### config.mk
export PLATFORM = sky130hd
export DESIGN_NAME = ddr3_cmd_arbiter
export DESIGN_NICKNAME = d
export VERILOG_FILES = /design/src/rtl/ddr3_cmd_arbiter.sv
export SDC_FILE = /design/constraint.sdc
export NUM_CORES = 1
export LEC_CHECK = 0
export CAP_MARGIN = 20
export CORE_MARGIN = 10
export CORE_UTILIZATION = 42
export DETAILED_ROUTE_END_ITERATION = 6
export PLACE_DENSITY_LB_ADDON = 0.08
export SLEW_MARGIN = 20
export SYNTH_ARGS = -nofsm -noshare
export SYNTH_HDL_FRONTEND = slang
export SYNTH_SLANG_ARGS = --single-unit
export TNS_END_PERCENT = 100
### constraint.sdc
create_clock -name clock -period 3.7 [get_ports clock]
set_input_delay 0.37 -clock clock [delete_from_list [all_inputs] [get_ports clock]]
set_output_delay 0.37 -clock clock [all_outputs]
set_load 0.01 [all_outputs]
### src/rtl/ddr3_cmd_arbiter.sv
// ddr3_cmd_arbiter
// Merges the write-request and read-request ports of the AXI-to-memory
// converter into one registered command stream for the DDR3 command FSM.
// Multi-command sequences stay atomic. Reads are preferred, and a saturating
// counter bounds how long a waiting write can be starved.
// Optional build macro: DDR3_ROW_HIT_PRIO_EN. When it is defined and both
// ports request in IDLE, the port whose {bank,row} matches the last issued
// command is preferred.
module ddr3_cmd_arbiter #(
  parameter int ADDRS        = 32,
  parameter int MEM_ID_WIDTH = 4,
  parameter int BYTE_BITS    = 1,
  parameter int COL_BITS     = 10,
  parameter int BANK_BITS    = 3,
  parameter int ROW_BITS     = 13,
  parameter int STARVE_LIMIT = 4
) (
  input  logic                    clock,
  input  logic                    reset_n,
  input  logic                    wr_req_i,
  output logic                    wr_ack_o,
  input  logic                    wr_lst_i,
  input  logic [MEM_ID_WIDTH-1:0] wr_tid_i,
  input  logic [ADDRS-1:0]        wr_adr_i,
  input  logic                    rd_req_i,
  output logic                    rd_ack_o,
  input  logic                    rd_lst_i,
  input  logic [MEM_ID_WIDTH-1:0] rd_tid_i,
  input  logic [ADDRS-1:0]        rd_adr_i,
  output logic                    cmd_valid_o,
  input  logic                    cmd_ready_i,
  output logic                    cmd_write_o,
  output logic                    cmd_last_o,
  output logic [MEM_ID_WIDTH-1:0] cmd_tid_o,
  output logic [BANK_BITS-1:0]    cmd_bank_o,
  output logic [ROW_BITS-1:0]     cmd_row_o,
  output logic [COL_BITS-1:0]     cmd_col_o
);

  localparam logic [1:0] IDLE   = 2'd0;
  localparam logic [1:0] WR_SEQ = 2'd1;
  localparam logic [1:0] RD_SEQ = 2'd2;

  localparam logic [3:0] LIMIT    = 4'(STARVE_LIMIT);
  localparam int         BANK_LSB = BYTE_BITS + COL_BITS;
  localparam int         ROW_LSB  = BANK_LSB + BANK_BITS;

  logic [1:0]              state_q, state_d;
  logic [3:0]              starve_q, starve_d;
  logic                    cmd_valid_q, cmd_valid_d;
  logic                    cmd_write_q, cmd_write_d;
  logic                    cmd_last_q, cmd_last_d;
  logic [MEM_ID_WIDTH-1:0] cmd_tid_q, cmd_tid_d;
  logic [BANK_BITS-1:0]    cmd_bank_q, cmd_bank_d;
  logic [ROW_BITS-1:0]     cmd_row_q, cmd_row_d;
  logic [COL_BITS-1:0]     cmd_col_q, cmd_col_d;

  logic                    space;
  logic                    gnt_wr, gnt_rd;
  logic                    wr_ack, rd_ack;

  // Address decode: column, then bank, then row above the dropped byte bits.
  logic [COL_BITS-1:0]  wr_col, rd_col;
  logic [BANK_BITS-1:0] wr_bank, rd_bank;
  logic [ROW_BITS-1:0]  wr_row, rd_row;
  logic                 unused_adr;

  assign wr_col  = wr_adr_i[BYTE_BITS +: COL_BITS];
  assign wr_bank = wr_adr_i[BANK_LSB +: BANK_BITS];
  assign wr_row  = wr_adr_i[ROW_LSB +: ROW_BITS];
  assign rd_col  = rd_adr_i[BYTE_BITS +: COL_BITS];
  assign rd_bank = rd_adr_i[BANK_LSB +: BANK_BITS];
  assign rd_row  = rd_adr_i[ROW_LSB +: ROW_BITS];
  // The byte-select bits and the address bits above the row are ignored.
  assign unused_adr = ^{wr_adr_i, rd_adr_i};

`ifdef DDR3_ROW_HIT_PRIO_EN
  // The output register already holds the {bank,row} of the last issued
  // command and is cleared by reset, so it serves as the row-hit reference.
  logic wr_hit, rd_hit;
  assign wr_hit = ({wr_bank, wr_row} == {cmd_bank_q, cmd_row_q});
  assign rd_hit = ({rd_bank, rd_row} == {cmd_bank_q, cmd_row_q});
`endif

  assign space = ~cmd_valid_q | cmd_ready_i;

  // Grant: a locked sequence owns the arbiter. Otherwise reads win unless the
  // waiting write has reached the starvation limit.
  always_comb begin
    gnt_wr = 1'b0;
    gnt_rd = 1'b0;
    case (state_q)
      WR_SEQ: gnt_wr = wr_req_i;
      RD_SEQ: gnt_rd = rd_req_i;
      default: begin
        if (wr_req_i && rd_req_i) begin
          if (starve_q == LIMIT) begin
            gnt_wr = 1'b1;
`ifdef DDR3_ROW_HIT_PRIO_EN
          end else if (wr_hit && !rd_hit) begin
            gnt_wr = 1'b1;
`endif
          end else begin
            gnt_rd = 1'b1;
          end
        end else begin
          gnt_wr = wr_req_i;
          gnt_rd = rd_req_i;
        end
      end
    endcase
  end

  // The reset_n term keeps the acks low while the block is held in reset.
  assign wr_ack   = gnt_wr & space & reset_n;
  assign rd_ack   = gnt_rd & space & reset_n;
  assign wr_ack_o = wr_ack;
  assign rd_ack_o = rd_ack;

  // Next lock state and starvation count from this cycle's acceptance.
  always_comb begin
    state_d  = state_q;
    starve_d = starve_q;
    if (wr_ack) begin
      state_d  = wr_lst_i ? IDLE : WR_SEQ;
      starve_d = 4'd0;
    end else if (rd_ack) begin
      state_d = rd_lst_i ? IDLE : RD_SEQ;
      if (wr_req_i && (starve_q < LIMIT)) starve_d = starve_q + 4'd1;
    end
  end

  // The output register loads on accept, empties on consume, else holds.
  always_comb begin
    cmd_valid_d = cmd_valid_q & ~cmd_ready_i;
    cmd_write_d = cmd_write_q;
    cmd_last_d  = cmd_last_q;
    cmd_tid_d   = cmd_tid_q;
    cmd_bank_d  = cmd_bank_q;
    cmd_row_d   = cmd_row_q;
    cmd_col_d   = cmd_col_q;
    if (wr_ack) begin
      cmd_valid_d = 1'b1;
      cmd_write_d = 1'b1;
      cmd_last_d  = wr_lst_i;
      cmd_tid_d   = wr_tid_i;
      cmd_bank_d  = wr_bank;
      cmd_row_d   = wr_row;
      cmd_col_d   = wr_col;
    end else if (rd_ack) begin
      cmd_valid_d = 1'b1;
      cmd_write_d = 1'b0;
      cmd_last_d  = rd_lst_i;
      cmd_tid_d   = rd_tid_i;
      cmd_bank_d  = rd_bank;
      cmd_row_d   = rd_row;
      cmd_col_d   = rd_col;
    end
  end

  // State, counter and output register. Reset discards any pending command.
  always_ff @(posedge clock or negedge reset_n) begin
    if (!reset_n) begin
      state_q     <= IDLE;
      starve_q    <= 4'd0;
      cmd_valid_q <= 1'b0;
      cmd_write_q <= 1'b0;
      cmd_last_q  <= 1'b0;
      cmd_tid_q   <= '0;
      cmd_bank_q  <= '0;
      cmd_row_q   <= '0;
      cmd_col_q   <= '0;
    end else begin
      state_q     <= state_d;
      starve_q    <= starve_d;
      cmd_valid_q <= cmd_valid_d;
      cmd_write_q <= cmd_write_d;
      cmd_last_q  <= cmd_last_d;
      cmd_tid_q   <= cmd_tid_d;
      cmd_bank_q  <= cmd_bank_d;
      cmd_row_q   <= cmd_row_d;
      cmd_col_q   <= cmd_col_d;
    end
  end

  assign cmd_valid_o = cmd_valid_q;
  assign cmd_write_o = cmd_write_q;
  assign cmd_last_o  = cmd_last_q;
  assign cmd_tid_o   = cmd_tid_q;
  assign cmd_bank_o  = cmd_bank_q;
  assign cmd_row_o   = cmd_row_q;
  assign cmd_col_o   = cmd_col_q;

endmodule

==> results.yml, run 1 <==
final_layout:
  layout_cell_share_with_drive_strength_beyond_1: 0.0603
  layout.core_utilization: 0.676
  syn2layout_area_growth_pct: 53.1
  fillers: 388
  nets: 365
  antenna-diode-count: 0
power_and_ir_drop:
  pwr_density_cell_nw_per_um2: 712
  power.leakage_uw: 0.00134
  power_frac_clock: 0.146
  internal_cell_power_uw: 1510
  psw_uw: 797
  seq_power_share: 0.316
  total_power_uw: 2300
  ir_drop_mv: 0.324
  power.combinational.fraction: 0.537
  sw_frac_of_total: 0.346
timing:
  timing.final.crit_share: 0.841
  final.min_clock_period_ns: 3.11
  fin_tns_setup_ns: 0
  final-hold-violation-count: 0
  maxClockFrequency_mhz: 321
  remaining_max_slew_budget_at_the_tightest_pin: 0.412
  finalMaxSlewViolations: 0
  worst-slew-pin-transition_ns: 0.879
  rsz_0062_raised_after_global_routing: "no"
  finalClockSkew_ns: 0.00688
  timing.final.setup_violations: 0
worst_setup_path:
  worstReg2RegEnd: "cmd_tid_o[2]$_DFFE_PN0P_"
  crit_path_max_incr_delay_ns: 0.56
  worst_path_max_delay_cell: "clkdlybuf4s50_1"
  cp-start-kind: "flip-flop"
  crit_path_end_kind: "primary output"
  critical_path_required_ns: 3.33
  r2r_slack_ns: 1.11
  critical_path.cell_chain: "inv_1 > ha_1 > nand2_1 > nor3_1 > or2_2 > nand2_4 > inv_2 > clkdlybuf4s50_1"
  worstReg2RegStart: "state_q[0]$_DFFE_PN0P_"
  crit_fanout: 18
  crit_arrival_ns: 2.74
  r2r_cell_count: 6
  worst-setup-path-type: "reg2out"
logic_synthesis:
  yosys.area.top_type: "dfrtp_1"
  ys_seq_elements: 39
  synth.avg_cell_area_um2: 11.5
  post_synth_most_frequent_cells: "dfrtp_1, and2_1, mux2i_1"
  yosys_warnings: 0
  number_of_cells_produced_by_synthesis: 183
  async_reset_ff_frac: 1.00
  synthDistinctLibCells: 28
  synth_nets: 266
  mappedNetlistArea_um2: 2110
  synthTopCellsByArea: "dfrtp_1, mux2i_1, o2bb2ai_1"
  yosysSeqAreaShare: 0.462
  dominantRegCellSynth: "dfrtp_1"
  synth_enable_flop_cells: 0
  synth.most_common_cell: "dfrtp_1"
  synth_top_area_share: 0.462
clock_tree:
  cts_htree_levels: 2
  worst_skew_pair.late_latency_ns: 0.28
  holdBufCountCts: 0
  tritoncts: "yes"
  cts-root-buf: "clkbuf_8"
  cts.repair_timing.setup_buffer_count: 0
  clock-sinks: 39
  tritoncts.num_buffers: 5
  post_cts.resized_instances: 0
  cts_buffer_depth: 2
  clock_transition_at_the_registers_of_the_reported_paths_ns: 0.07
routing:
  routed_wl_um: 5970
  routedWlPerCell_um: 17.1
  route.vias.total: 1721
  drc: 0
  route.antenna.remaining_nets: 0
  post_drt_via_cell_ratio: 4.93
  iteration_count_of_the_initial_detailed_routing_pass: 4
  drt-initial-drc-count: 71
floorplanning:
  io_pins: 114
  start_util: 0.441
  dieHeight_um: 90.9
  num_rows: 25
  core_area_um2: 4790
  die_area_um2: 8260
  die_width_um: 90.9
grt:
  first_global_vias: 1869
  grt_pass1_wl_um: 9760
  maximum_number_of_pins_on_one_net_before_global_route_repair: 33
  gr-usage-all-layers: 0.144
  antenna_found_initial: 0
  grt.overflow.total: 0
placement:
  gp_congestion: 0.756
  hpwl_after_dpl_um: 4360
  buffer_ports.inserted: 101
flow_run:
  maxCapViolations: 0
outcome:
  outcome: "complete, no violations"
min_path:
  worstHoldPathType: "in2async"
[cell families (layout without fill, tap and decap cells)]
logic type	Yosys count	in the layout	share of synthesized area
adder cells (fa/ha/maj)	4	4	0.0237
multiplexers	31	31	0.147
AND/OR/NAND/NOR	47	47	0.131
XOR/XNOR	1	1	0.00415
buffers and inverters	20	119	0.0604
flip-flops	39	39	0.462
AO/OA/AOI/OAI	41	41	0.172
[critical path: cells and delay by family, from the launching register on]
kind	cells	cell delay, ns
fa+ha+maj	1	0.32
buf+inv	3	0.76
flops	1	0.41
simple gates	4	0.97
[flip-flops by register name, indices dropped and copies added, names as in the netlist]
signal	cells
cmd_write_o	1
cmd_bank_o	3
cmd_last_o	1
state_q	2
cmd_col_o	10
starve_q	4
cmd_tid_o	4
cmd_valid_o	1
cmd_row_o	13
[cell usage in the layout (no fill, tap or decap)]
| master | count |
|---|---|
| clkdlybuf4s50_1 | 100 |
| dfrtp_1 | 39 |
| and2_1 | 31 |
| mux2i_1 | 31 |
| o2bb2ai_1 | 30 |
| inv_1 | 6 |
| nand2_1 | 5 |
| clkbuf_8 | 5 |
| nor2_1 | 4 |
| ha_1 | 4 |
| buf_4 | 4 |
| nand2b_1 | 2 |
| o21ai_0 | 2 |
| nor3_1 | 1 |
| o211a_1 | 1 |
| or2_2 | 1 |
| nand2_4 | 1 |
| inv_2 | 1 |
| or3_1 | 1 |
| o21a_1 | 1 |
| a21oi_2 | 1 |
| a21boi_1 | 1 |
| a21o_1 | 1 |
| a2bb2oi_1 | 1 |
| o21ai_4 | 1 |
| o2bb2ai_2 | 1 |
| a41oi_1 | 1 |
| or4_1 | 1 |
| xnor2_1 | 1 |
| bufinv_16 | 1 |
| clkbuf_1 | 1 |
| buf_2 | 1 |
[layout make-up]
type,instances,area [um^2],share of cell area
flip-flops and latches,39,976,0.302
well taps,67,83.8,0.0259
multi-input cells,124,1010,0.312
inverters,7,26.3,0.00813
clock buffers,6,72.6,0.0224
repair buffers,105,1040,0.320
clock inverters,1,30.0,0.00929
[worst max-delay path by stage]
stage	endpoint	from	depth (start not counted)
3_5_place_dp	wr_ack_o	rd_req_i	7
2_1_floorplan	cmd_bank_o[0]$_DFFE_PN0P_	state_q[0]$_DFFE_PN0P_	8
6_report	wr_ack_o	state_q[0]$_DFFE_PN0P_	8
4_1_cts	wr_ack_o	state_q[0]$_DFFE_PN0P_	8
3_3_place_gp	wr_ack_o	rd_req_i	7
5_1_grt	wr_ack_o	state_q[0]$_DFFE_PN0P_	8
[power by group through the flow]
| stage | Sequential (uW) | Clock [uW] | Combinational (uW) |
|---|---|---|---|
| after global routing | 750 | 366 | 1350 |
| after detailed placement | 729 | 0 | 1260 |
| after floorplan | 808 | 0 | 656 |
| final | 728 | 337 | 1240 |
| after CTS | 728 | 343 | 1270 |
| after global placement | 728 | 0 | 1250 |
[metal layers]
metal,vias up,GRT usage,part of all wire
li1,845,-,-
met1,812,0.175,0.45
met2,59,0.228,0.46
met3,5,0.0690,0.083
met4,0,0.0274,0.0059
met5,-,0,0
[stage by stage]
| step | hold WS, ns | instance area, um^2 | std cells | setup slack [ns] |
|---|---|---|---|---|
| global placement | 0.336 | 3130 | 342 | 0.794 |
| CTS | 0.0325 | 3230 | 349 | 0.556 |
| finish | 0.0246 | 3230 | 349 | 0.587 |
| floorplan | 0.0744 | 2110 | 183 | 1.91 |
| detailed placement | 0.341 | 3130 | 342 | 0.788 |
| global route | 0.0474 | 3230 | 349 | 0.413 |
(Power assumes the default switching activity.)
==> inputs of run 2 (changes only) <==
Settings changed: CORE_UTILIZATION 42 to 39.
Clock period 3.7 ns to 2.9 ns, I/O delays scaled along.
==> run 2 against run 1 <==
  * Global-route usage is essentially flat
  * Worst hold slack gained 0.33 ns
  * Cell count grew 2.6%
  * Routed wire length grew 3.3%
  * Clock skew shrank 0.0023 ns
  * Via count grew 2.0%
  * Flip-flop and latch count is the same
  * Sequential share of layout area shrank 0.38 points
  * Clock power grew 19%
  * Count of clock-buffer cells in the layout grew 2
  * Largest power group unchanged
  * Highest routed layer unchanged
==> results.yml, run 2 (synthesis results as in run 1) <==
power_and_ir_drop:
  power_frac_clock: 0.136
  power.combinational.fraction: 0.548
  ir_drop_mv: 0.476
  pwr_density_cell_nw_per_um2: 898
  sw_frac_of_total: 0.351
  total_power_uw: 2940
  seq_power_share: 0.317
  psw_uw: 1030
  power.leakage_uw: 0.00136
  internal_cell_power_uw: 1910
grt:
  gr-usage-all-layers: 0.144
  maximum_number_of_pins_on_one_net_before_global_route_repair: 32
  grt_pass1_wl_um: 10100
  antenna_found_initial: 0
  first_global_vias: 1980
  grt.overflow.total: 0
routing:
  post_drt_via_cell_ratio: 4.90
  route.antenna.remaining_nets: 0
  iteration_count_of_the_initial_detailed_routing_pass: 4
  drc: 0
  drt-initial-drc-count: 66
  routed_wl_um: 6160
  route.vias.total: 1755
  routedWlPerCell_um: 17.2
timing:
  fin_tns_setup_ns: 0
  timing.final.setup_violations: 0
  remaining_max_slew_budget_at_the_tightest_pin: 0.620
  timing.final.crit_share: 0.919
  final-hold-violation-count: 0
  finalMaxSlewViolations: 0
  maxClockFrequency_mhz: 375
  finalClockSkew_ns: 0.00456
  rsz_0062_raised_after_global_routing: "no"
  worst-slew-pin-transition_ns: 0.571
  final.min_clock_period_ns: 2.66
  worst_case_hold_slack_ns: 0.352
clock_tree:
  cts-root-buf: "clkbuf_8"
  worst_skew_pair.late_latency_ns: 0.28
  cts_buffer_depth: 2
  tritoncts: "yes"
  clock_transition_at_the_registers_of_the_reported_paths_ns: 0.08
  tritoncts.num_buffers: 5
  cts.repair_timing.setup_buffer_count: 0
  clock-sinks: 39
  cts_htree_levels: 2
worst_setup_path:
  crit_fanout: 4
  r2r_cell_count: 9
  worstReg2RegEnd: "cmd_tid_o[2]$_DFFE_PN0P_"
  cp-start-kind: "flip-flop"
  crit_path_end_kind: "primary output"
  crit_arrival_ns: 2.37
  worst_path_max_delay_cell: "clkdlybuf4s50_1"
  worst-setup-path-type: "reg2out"
  worst_setup_path_startpoint: "state_q[0]$_DFFE_PN0P_"
  worstReg2RegStart: "state_q[0]$_DFFE_PN0P_"
  critical_path.cell_chain: "inv_1 > ha_1 > nand2_1 > nor3_1 > or3_1 > inv_1 > clkdlybuf4s50_1"
  crit_path_frequent_cell: "inv_1"
  r2r_slack_ns: 0.47
  critical_path_required_ns: 2.61
  crit_path_max_incr_delay_ns: 0.55
floorplanning:
  die_width_um: 93.6
  io_pins: 114
  die_area_um2: 8760
  dieHeight_um: 93.6
  num_rows: 26
  core_area_um2: 5170
  start_util: 0.408
final_layout:
  layout.cells.non_filler: 358
  number_of_flip_flops_in_the_largest_register: 13
  antenna-diode-count: 0
  layout.cells.most_common_list: "clkdlybuf4s50_1, dfrtp_1, and2_1, mux2i_1, o2bb2ai_1"
  layout_cell_share_with_drive_strength_beyond_1: 0.0764
  nets: 370
  mostFrequentLayoutCell: "clkdlybuf4s50_1"
  syn2layout_area_growth_pct: 55.0
flow_run:
  maxCapViolations: 0
placement:
  hpwl_after_dpl_um: 4650
  buffer_ports.inserted: 101
  gp_congestion: 0.773
  number_of_placed_instances_with_taps_included: 349
outcome:
  outcome: "complete, no violations"
min_path:
  worstHoldPathType: "in2async"
run 2: changes by cell type in the layout (fill, tap and decap cells not counted), sizes merged:
cell         before  now
buf               5    9
clkbuf            6    8
bufinv            1    0
dlygate4sd3       0    1
run 2: worst max-delay path by stage:
stage                                     end
detailed placement   cmd_tid_o[2]$_DFFE_PN0P_
finish                               rd_ack_o
global placement     cmd_tid_o[3]$_DFFE_PN0P_
floorplan           cmd_bank_o[0]$_DFFE_PN0P_
global route                         wr_ack_o
CTS                                  rd_ack_o
run 2: worst max-delay path: cells and delay by family, from the launching register on:
kind | cells | cell delay [ns]
buffers and inverters | 3 | 0.75
adder cells (fa/ha/maj) | 1 | 0.34
flip-flops | 1 | 0.41
AND/OR/NAND/NOR | 3 | 0.59
run 2: metrics by stage:
stage	utilization	area, um^2	setup WS [ns]
5_1_grt	0.633	3270	0.0842
4_1_cts	0.633	3270	0.231
2_1_floorplan	-	2110	1.11
6_report	0.633	3270	0.235
3_3_place_gp	0.612	3160	0.511
3_5_place_dp	0.612	3160	0.451
run 2: cell type report:
class,instances,area [um^2]
Clock buffer,8,100
Fill cell,443,1900
Inverter,7,26.3
Multi-Input combinational cell,124,1010
Sequential cell,39,976
Tap cell,70,87.6
Timing Repair Buffer,110,1080
run 2: metal layers:
layer  routed length (um)  global-route usage  share of wire
met1                 2650               0.166           0.43
met2                 2840               0.231           0.46
met3                  638              0.0751           0.10
met4                   45              0.0316         0.0073
met5                    0                   0              0
run 2: timing repair:
action,CTS,global route
hold buffers,1,0
hold endpoints to repair,3,0
resized for setup,0,0
run 2: power groups by stage:
stage	Combinational [uW]	Clock [uW]	Sequential (uW)
6_report	1610	400	930
5_1_grt	1770	443	964
4_1_cts	1650	414	932
3_5_place_dp	1640	0	935
3_3_place_gp	1620	0	929
2_1_floorplan	837	0	1030
==> inputs of run 3 (changes only) <==
Settings changed: CORE_UTILIZATION 39 to 40, CTS_BUF_LIST from default to sky130_fd_sc_hd__clkbuf_2, CTS_CLUSTER_SIZE from default to 20.
==> run 3 against run 2 <==
  * Count of clock-buffer cells in the layout fell by 2
  * Sequential power fell by 1%
  * Total power fell by 6.0%
  * Highest routed layer unchanged
==> results.yml, run 3 (synthesis results as in run 1) <==
timing:
  rsz_0062_raised_after_global_routing: "no"
  worst-slew-pin-transition_ns: 0.560
  finalClockSkew_ns: 0.0152
  timing.final.crit_share: 0.946
  finalMaxSlewViolations: 0
  fin_tns_setup_ns: 0
  worst_case_hold_slack_ns: 0.432
  final-hold-violation-count: 0
  timing.final.setup_violations: 0
  remaining_max_slew_budget_at_the_tightest_pin: 0.627
  final.min_clock_period_ns: 2.74
  layout_setup_ws_ns: 0.155
  maxClockFrequency_mhz: 364
clock_tree:
  cts_buffer_depth: 2
  clock-sinks: 39
  cts_htree_levels: 2
  post_cts.resized_instances: 0
  worst_skew_pair.late_latency_ns: 0.38
  clock_transition_at_the_registers_of_the_reported_paths_ns: 0.19
  cts-root-buf: "clkbuf_2"
  tritoncts: "yes"
  tritoncts.num_buffers: 5
grt:
  grt.overflow.total: 0
  antenna_found_initial: 0
  gr-usage-all-layers: 0.142
  first_global_vias: 1900
  maximum_number_of_pins_on_one_net_before_global_route_repair: 33
  grt_pass1_wl_um: 9890
outcome:
  outcome: "complete, no violations"
floorplanning:
  dieHeight_um: 92.7
  die_area_um2: 8590
  die_width_um: 92.7
  start_util: 0.414
  num_rows: 26
  io_pins: 114
  core_area_um2: 5110
final_layout:
  layout.cells.most_common_list: "clkdlybuf4s50_1, dfrtp_1, and2_1, mux2i_1, o2bb2ai_1"
  syn2layout_area_growth_pct: 52.1
  number_of_flip_flops_in_the_largest_register: 13
  nets: 371
  mostFrequentLayoutCell: "clkdlybuf4s50_1"
  layout_cell_share_with_drive_strength_beyond_1: 0.0767
  antenna-diode-count: 0
  fillers: 464
power_and_ir_drop:
  power.combinational.fraction: 0.586
  power_frac_clock: 0.081
  sw_frac_of_total: 0.369
  ir_drop_mv: 0.422
  total_power_uw: 2760
  psw_uw: 1020
  seq_power_share: 0.332
  pwr_density_cell_nw_per_um2: 860
  power.leakage_uw: 0.00134
  internal_cell_power_uw: 1740
routing:
  iteration_count_of_the_initial_detailed_routing_pass: 4
  routedWlPerCell_um: 17.1
  post_drt_via_cell_ratio: 4.92
  drt-initial-drc-count: 44
  routed_wl_um: 6090
  drc: 0
  route.vias.total: 1755
  route.antenna.remaining_nets: 0
placement:
  hpwl_after_dpl_um: 4500
  buffer_ports.inserted: 101
  worst_setup_timing_slack_at_the_placement_stage_ns: 0.501
  gp_congestion: 0.733
worst_setup_path:
  worst_setup_path_startpoint: "state_q[0]$_DFFE_PN0P_"
  worst-setup-path-type: "reg2out"
  crit_path_end_kind: "primary output"
  cp-start-kind: "flip-flop"
  crit_arrival_ns: 2.45
  crit_fanout: 4
  critical_path_required_ns: 2.61
  worstReg2RegStart: "state_q[0]$_DFFE_PN0P_"
min_path:
  worstHoldPathType: "in2async"
flow_run:
  maxCapViolations: 0
run 3: cell types whose count changed in the layout (fill, tap and decap cells not counted), sizes merged:
cell	before	now
clkbuf	8	6
buf	9	10
run 3: through the flow:
step	instances	area (um^2)	util
floorplan	183	2110	-
global placement	348	3160	0.618
detailed placement	348	3160	0.618
CTS	355	3200	0.626
global route	357	3210	0.629
finish	357	3210	0.629
run 3: timing repair:
| item | CTS | global route |
|---|---|---|
| hold buffers | 1 | 0 |
| setup endpoints to repair | 0 | 2 |
| setup buffers | 0 | 2 |
| hold endpoints to repair | 39 | 0 |
run 3: routing by layer:
| layer | track usage | wire length [um] |
|---|---|---|
| met1 | 0.179 | 2790 |
| met2 | 0.216 | 2730 |
| met3 | 0.0565 | 482 |
| met4 | 0.0514 | 84 |
| met5 | 0 | 0 |
run 3: area by class of cell:
cell class	count	area (um^2)	area share
Clock buffer	6	30.0	0.00935
Inverter	7	26.3	0.00818
Multi-Input combinational cell	124	1010	0.314
Sequential cell	39	976	0.304
Tap cell	70	87.6	0.0273
Timing Repair Buffer	111	1080	0.337
run 3: worst paths after layout:
check | endpoint | depth (start not counted) | slack [ns]
max | rd_ack_o | 7 | 0.16
min | cmd_row_o[2]$_DFFE_PN0P_ | 3 | 0.43
max reg2reg | cmd_tid_o[3]$_DFFE_PN0P_ | 9 | 0.53
min reg2reg | cmd_write_o$_DFFE_PN0P_ | 1 | 0.50
max in group asynchronous | cmd_tid_o[1]$_DFFE_PN0P_ | 3 | 2.24
min in group clock | state_q[0]$_DFFE_PN0P_ | 2 | 0.49
run 3: power groups by stage:
stage	registers, uW	clock network [uW]	logic (uW)
final	918	225	1620
after detailed placement	928	0	1630
after global placement	927	0	1610
after global routing	951	249	1770
after CTS	921	228	1640
after floorplan	1030	0	837
run 3: critical path, cell delays in order (launching register included):
cell	delay (ns)
dfrtp_1	0.42
inv_1	0.06
ha_1	0.33
nand2_1	0.10
nor3_1	0.06
or3_1	0.41
inv_1	0.15
clkdlybuf4s50_1	0.55
